--- config.mk ---
export PLATFORM = sky130hd
export DESIGN_NAME = mem_arbiter
export DESIGN_NICKNAME = d
export VERILOG_FILES = /design/src/rtl/mem_arbiter.sv
export SDC_FILE = /design/constraint.sdc
export NUM_CORES = 1
export LEC_CHECK = 0
export BUFFER_PORTS_ARGS = -buffer_cell sky130_fd_sc_hd__buf_2
export CORE_MARGIN = 1.5
export CORE_UTILIZATION = 40
export CTS_BUF_LIST = sky130_fd_sc_hd__clkbuf_4 sky130_fd_sc_hd__clkbuf_8
export CTS_CLUSTER_DIAMETER = 200
export DETAILED_ROUTE_END_ITERATION = 6
export GPL_TIMING_DRIVEN = 0
export HOLD_SLACK_MARGIN = 0.03
export PLACE_DENSITY = 0.57
export RECOVER_POWER = 50
export SYNTH_ARGS = -nofsm -noshare
export SYNTH_HDL_FRONTEND = slang
export SYNTH_SLANG_ARGS = --single-unit
--- constraint.sdc ---
create_clock -name clk_in -period 4.9 [get_ports clk_in]
set_input_delay 0.49 -clock clk_in [delete_from_list [all_inputs] [get_ports clk_in]]
set_output_delay 0.49 -clock clk_in [all_outputs]
set_load 0.02 [all_outputs]
--- src/rtl/mem_arbiter.sv ---
// rtl/mem_arbiter.sv - round-robin arbiter with refresh slots in front of mem_controller
// Optional refresh scheduler built only when MEM_ARB_REFRESH_EN is defined.
module mem_arbiter #(
  parameter int N_REQ          = 4,
  parameter int CYCLE_LEN      = 4,
  parameter int REFRESH_PERIOD = 64
) (
  input  logic             clk_in,
  input  logic             rst_n_in,
  input  logic [N_REQ-1:0] req_in,
  output logic [N_REQ-1:0] grant_out,
  output logic [N_REQ-1:0] done_out,
  output logic             mem_req_out,
  output logic             refresh_out,
  output logic             busy_out
);

  localparam int PW = $clog2(N_REQ);
  localparam int CW = $clog2(CYCLE_LEN + 1);

  typedef enum logic [2:0] {
    S_IDLE,
    S_START,
    S_BUSY,
    S_REFRESH,
    S_PRECHARGE
  } state_t;

  state_t         state, state_n;
  logic [CW-1:0]  cnt, cnt_n;
  logic [PW-1:0]  ptr, ptr_n;
  logic [PW-1:0]  win, win_n;
  logic           slot_ref, slot_ref_n;
  logic           pend_arb;
  logic           take_ref;
  logic [PW-1:0]  pick;

  logic [N_REQ-1:0] grant_n, done_n;
  logic             mem_req_n, refresh_n, busy_n;

  // First set request bit searching upward, circularly, from ptr+1.
  function automatic logic [PW-1:0] rr_pick(input logic [N_REQ-1:0] req,
                                            input logic [PW-1:0]    p);
    int idx;
    rr_pick = p;
    for (int k = N_REQ; k >= 1; k--) begin
      idx = (int'(p) + k) % N_REQ;
      if (req[idx]) rr_pick = PW'(idx);
    end
  endfunction

  assign pick = rr_pick(req_in, ptr);

`ifdef MEM_ARB_REFRESH_EN
  localparam int RW = $clog2(REFRESH_PERIOD);
  logic [RW-1:0] rcnt;
  logic          pend;
  logic          wrap;

  assign wrap = (rcnt == RW'(REFRESH_PERIOD - 1));

  // A wrap on the edge that consumes the pending refresh re-arms it.
  always_ff @(posedge clk_in or negedge rst_n_in) begin
    if (!rst_n_in) begin
      rcnt <= '0;
      pend <= 1'b0;
    end else begin
      rcnt <= wrap ? '0 : rcnt + 1'b1;
      pend <= (pend & ~take_ref) | wrap;
    end
  end

  assign pend_arb = pend;
`else
  assign pend_arb = 1'b0;
`endif

  always_comb begin
    state_n    = state;
    cnt_n      = cnt;
    ptr_n      = ptr;
    win_n      = win;
    slot_ref_n = slot_ref;
    take_ref   = 1'b0;
    case (state)
      S_START: begin
        state_n = S_BUSY;
        cnt_n   = CW'(CYCLE_LEN - 1);
      end
      S_BUSY, S_REFRESH: begin
        if (cnt == '0) state_n = S_PRECHARGE;
        else           cnt_n   = cnt - 1'b1;
      end
      default: begin
        if (pend_arb) begin
          state_n    = S_REFRESH;
          cnt_n      = CW'(CYCLE_LEN - 1);
          slot_ref_n = 1'b1;
          take_ref   = 1'b1;
        end else if (|req_in) begin
          state_n    = S_START;
          win_n      = pick;
          ptr_n      = pick;
          slot_ref_n = 1'b0;
        end else begin
          state_n = S_IDLE;
        end
      end
    endcase
  end

  // Outputs are registered copies of what the next state implies.
  always_comb begin
    grant_n   = '0;
    done_n    = '0;
    mem_req_n = (state_n == S_START);
    refresh_n = (state_n == S_REFRESH);
    busy_n    = (state_n != S_IDLE);
    if (state_n == S_START || state_n == S_BUSY)
      grant_n = {{(N_REQ-1){1'b0}}, 1'b1} << win_n;
    if (state_n == S_PRECHARGE && !slot_ref_n)
      done_n = {{(N_REQ-1){1'b0}}, 1'b1} << win_n;
  end

  always_ff @(posedge clk_in or negedge rst_n_in) begin
    if (!rst_n_in) begin
      state       <= S_IDLE;
      cnt         <= '0;
      ptr         <= PW'(N_REQ - 1);
      win         <= '0;
      slot_ref    <= 1'b0;
      grant_out   <= '0;
      done_out    <= '0;
      mem_req_out <= 1'b0;
      refresh_out <= 1'b0;
      busy_out    <= 1'b0;
    end else begin
      state       <= state_n;
      cnt         <= cnt_n;
      ptr         <= ptr_n;
      win         <= win_n;
      slot_ref    <= slot_ref_n;
      grant_out   <= grant_n;
      done_out    <= done_n;
      mem_req_out <= mem_req_n;
      refresh_out <= refresh_n;
      busy_out    <= busy_n;
    end
  end

endmodule
# Word-level counts from Yosys, hierarchy flattened
# Cells that the tools add are included.
# W data, S select, Z words.
# classes
div	0
order_cmp	4
bitwise	5
eq_ne	8
add_sub_neg	5
n_shift	1
muxes	27
n_reduce_logical	15
n_mul	0
# ops
operator	n
$lt A3 B4 Y1 const B	4
$eq A3 B2 Y1 const B	4
$mux W2	6
$pmux W3 S2	2
$mux W1	11
$reduce_or A2 Y1	5
$bmux W1 S2	4
$mux W4	2
$eq A3 B1 Y1 const B	2
$mux W3	2
$add A2 B1 Y2 const B	2
$add A2 B2 Y2 const B	2
$and A1 B1 Y1 const A	4
$reduce_and A2 Y1	2
$reduce_or A4 Y1	1
$shl A1 B2 Y4 const A	1
$eq A3 B3 Y1 const B	1
$logic_not A3 Y1	1
$reduce_bool A3 Y1	1
$reduce_or A3 Y1	1
$sub A3 B1 Y3 const B	1
$ne A2 B2 Y1 const B	1
$reduce_bool A2 Y1	1
$logic_and A1 B1 Y1	1
3 further kinds	3
# totals
word_cells	75
ff_bits	22
ram_bits	0
input_bits	6
rom_bits	0
latchBits	0
output_inout_bits	11
memories	0

# Depth between registers and ports, before layout
# logic_depth
depth_word	14
ltp_mapped	7
depth_no_buf	6

# Worst setup path before layout
# Ideal clock, no wire load.
# synth_path
kind	register -> register
start	register state[1]
end	register done_out[1]
slack_ns	3.276
synth_period_minus_slack_ns	1.624
arrival_time_ns	1.504
setup_time_ns	0.120
path_buffers	2
path_stages_with_launch	7
required_time_ns	4.780
cell_sequence	dfrtp_1 buf_6 o21ba_1 or2_1 buf_6 o31a_4 and3_1
# synth_via
elab_chain_cells	6
word_cells_on_any_way	14
cone_classes	eq/ne: 4; shift: 1; mux: 5; reduce/logical: 4
# synth_rtl
item	line	source
start, declared	29	state_t state, state_n;
start signal, assigned	138	state <= state_n;
$eq A3 B2 Y1 or $eq A3 B1 Y1 (tied branches)	85	case (state)
$reduce_or A2 Y1 or $reduce_or A3 Y1 (tied branches)	-	
$pmux W3 S2 or $mux W1 (tied branches)	85	
$eq A3 B3 Y1 or $logic_not A1 Y1 (tied branches)	121	if (state_n == S_PRECHARGE && !slot_ref_n)
$logic_and A1 B1 Y1	121	
$mux W4 (*)	121	
named net done_n[1]	38	logic [N_REQ-1:0] grant_n, done_n;
end signal, assigned	144	done_out <= done_n;
end, declared	12	output logic [N_REQ-1:0] done_out,
# Mark *: on every way through the listed nets, which the timed path passes. The rest lies on a longest branch.
# A chain may end at the register's enable or synchronous reset.

# Worst setup path in the final report
# layout_path
start	register state[1]
end	register done_out[1]
# layout_via
word_cells_on_any_way	14
cone_classes	eq/ne: 4; shift: 1; mux: 5; reduce/logical: 4
# layout_lines
item	line	source
$eq A3 B2 Y1 or $eq A3 B1 Y1 (tied branches)	85	
$reduce_or A3 Y1 (no line) (*)	-	
$mux W2 (*)	85	
named net win_n[0]	32	logic [PW-1:0] win, win_n;
$shl A1 B2 Y4 (*)	122	done_n = {{(N_REQ-1){1'b0}}, 1'b1} << win_n;
$mux W4 (*)	121	
named net done_n[1]	38	
# Marked as above.

==> impl_results.md <==
- Critical Path AT: 2.18 ns
- Die Span Y: 53.9 um
- DP HPWL: 1400 um
- Min Tclk post-route: 1.93 ns
- IO Port Bufs: 16
- Origin of the critical flop-to-flop path: state[1]$_DFF_PN0_
- Worst Tran Pin Value: 1.12 ns
- Syn avg cell area: 11.8 um2
- Sinks on Clock Net: 22
- Final core occ: 47.8%
- Cell row count: 18
- Ys Warns: 0
- Number of H-tree levels: 1
- CTS max path bufs: 2
- RSZ-0062 raised after global routing: false
- CP max stage cell: dfrtp_1
- Synth Instances: 88
- Max-slew violations: 0
- Layout Cells excl Fill: 138
- Via density: 5.21
- Share of layout cells above drive strength 1: 31.5%
- Die width: 53.9 um
- Die area: 2900 um2
- Drt pass-1 iters: 3
- Crit path cell chain: clkbuf_1 > o21ba_1 > or2_1 > buf_6 > inv_1 > mux2i_4 > and3_1
- Yosys reg bits: 22
- Post-route DRC violation count: 0
- Core region area: 2450 um2
- CTS Root Cell: clkbuf_4
- P_leak: 0.580 nW
- CP required: 5.15 ns
- GPL Wtd Cong: 0.715
- Area Overhead vs Synth: 13.3%
- CTS resizes: 0
- Max Cap Viol: 0
- Yosys cell types: 38
- Cell Pwr Density: 651 nW/um2
- Max Fclk: 519 MHz
- Placed Cells: 134
- Tcrit/Tclk final: 39.3%
- Worst Setup SP: state[1]$_DFF_PN0_
- Starting DRT DRC Count: 5
- Total Wirelength: 1830 um
- Via count: 719
- WHS: 0.360 ns
- Num ports: 17
- Rel. slew slack: 25.4%
- Num CTS Buffers: 3
- CTS tree: built
- Post-DRT Antenna Nets: 0
- Setup Buffers After CTS: 0
- Critical Setup Path Class: flop to flop
- Setup violations, final: 0
- Clk pin slew, worst setup/hold paths: 0.12 ns
- Largest net degree at the start of global routing: 23
- Fin Setup TNS: 0 ns
- First-pass GRT wire length: 3080 um
- Max VDD drop: 0.000330 V
- Initial Utilization: 42.2%
- WL/cell: 13.3 um
- Synth Net Count: 96
- Critical Path Max Stage Delay: 0.39 ns
- Peak fanout along the critical path: 10
- Outcome: finished clean
- Hold-fix buffers, CTS: 0
- Synthesized cell area: 1040 um2
- NumNets Final: 117
- Final setup skew: 0.000746 ns
- Vias in the first global route: 695
- Final Hold Fails: 0
- Ant. Diodes: 0
- Seq/Total Area, Yosys: 53.4%
- Total grt overflow: 0
- Initial antenna violation count: 0
- Crit. End Element: flop
- Startpoint types: flop
- Worst-Skew Late Latency: 0.31 ns
- Hold Crit Class: input pin to asynchronous set/reset pin
- Global Route Usage Sum: 14.9%
Yosys cell counts:
master / instances / area, um2
o21bai_1: 1 / 7.51
o21ba_1: 1 / 10.0
a21oi_1: 2 / 10.0
nand3b_1: 1 / 7.51
nor3b_1: 1 / 7.51
o21a_1: 1 / 7.51
a221oi_2: 1 / 15.0
nor2_1: 5 / 18.8
a2bb2oi_1: 1 / 8.76
nor3b_2: 1 / 12.5
nor2b_1: 2 / 12.5
dfrtp_1: 20 / 500
nor4b_1: 1 / 8.76
mux2i_1: 2 / 20.0
nor3_2: 1 / 10.0
or2_2: 3 / 18.8
o31a_4: 1 / 17.5
clkinv_4: 1 / 8.76
and3_1: 3 / 18.8
inv_2: 1 / 3.75
mux2_2: 1 / 11.3
mux2i_4: 1 / 22.5
inv_1: 5 / 18.8
nor4_4: 1 / 21.3
or2_1: 1 / 6.26
a22o_1: 1 / 8.76
and2_2: 1 / 7.51
ha_1: 2 / 25.0
o221a_2: 1 / 11.3
dfstp_2: 2 / 52.6
or2b_1: 1 / 7.51
nand2_1: 7 / 26.3
buf_6: 2 / 22.5
nor3_1: 2 / 10.0
o22ai_1: 2 / 12.5
o21ai_0: 4 / 20.0
a22oi_1: 2 / 15.0
nand2b_1: 2 / 12.5
per-stage QoR:
step	area (um2)	setup WS [ns]	power, mW
finish	1170	2.97	0.764
global route	1170	2.84	0.819
detailed placement	1150	3.07	0.686
floorplan	1040	3.28	0.593
global placement	1150	3.07	0.671
CTS	1180	3.12	0.778
per-layer routing:
layer,GRT usage (%),routed length (um),vias up
li1,-,-,344
met1,20.4,872,358
met2,23.0,857,13
met3,3.89,71,4
met4,5.13,28,0
met5,0,0,-
cells in the final DEF, fill, tap and decap left out, types with 2 or more instances in the layout:
| cell type | netlist | layout |
|---|---|---|
| dfrtp_1 | 20 | 20 |
| o21ai_0 | 4 | 4 |
| nand2b_1 | 2 | 2 |
| a21oi_1 | 2 | 2 |
| a22oi_1 | 2 | 2 |
| clkbuf_1 | 0 | 3 |
| nor3_1 | 2 | 2 |
| and3_1 | 3 | 3 |
| nor2b_1 | 2 | 2 |
| dfstp_2 | 2 | 2 |
| inv_1 | 5 | 6 |
| or2_2 | 3 | 3 |
| nand2_1 | 7 | 7 |
| mux2i_1 | 2 | 2 |
| ha_1 | 2 | 2 |
| o22ai_1 | 2 | 2 |
| clkbuf_4 | 0 | 4 |
| buf_2 | 0 | 14 |
| nor2_1 | 5 | 5 |
report_power, final:
part           internal (mW)  total (mW)  switching (mW)
logic                  0.166       0.382           0.215
clock network         0.0373      0.0921          0.0548
registers              0.250       0.290          0.0399
critical path, delay by kind of cell (launching register included):
| kind | cells | cell delay, ns |
|---|---|---|
| buf+inv | 3 | 0.50 |
| simple gates | 2 | 0.43 |
| flops | 1 | 0.39 |
| mux | 1 | 0.32 |
| compound gates | 1 | 0.24 |
worst paths after layout:
kind	to	slack, ns	cells after the start
min	cnt[1]$_DFFE_PN0P_	0.36	1
min in group clk_in	busy_out$_DFF_PN0_	0.45	3
max	done_out[1]$_DFF_PN0_	2.97	7
max reg2reg	done_out[1]$_DFF_PN0_	2.97	7
min reg2reg	slot_ref$_DFF_PN0_	0.51	1
max in group asynchronous	mem_req_out$_DFF_PN0_	3.88	1
layout make-up:
class                   count  area [um2]
fillers                   234        1280
flip-flops and latches     22         553
multi-input cells          57         429
repair buffers             16        77.6
well taps                  30        37.5
inverters                   7        31.3
clock buffers               4        30.0
plain buffers               2        15.0
cell families (layout without fill, tap and decap cells):
kind of cell | Yosys count | count (layout) | synth area share [%]
buffers and inverters | 9 | 29 | 5.19
adder cells (fa/ha/maj) | 2 | 2 | 2.42
multiplexers | 4 | 4 | 5.19
AO/OA/AOI/OAI | 18 | 18 | 13.9
AND/OR/NAND/NOR | 33 | 33 | 19.9
flip-flops | 22 | 22 | 53.4
sequential cells by signal, summed over array words and instances (netlist names):
name         flops
done_out         4
grant_out        4
cnt              3
state            3
ptr              2
win              2
busy_out         1
mem_req_out      1
refresh_out      1
slot_ref         1
No activity file was read; power rests on OpenSTA's default activity.
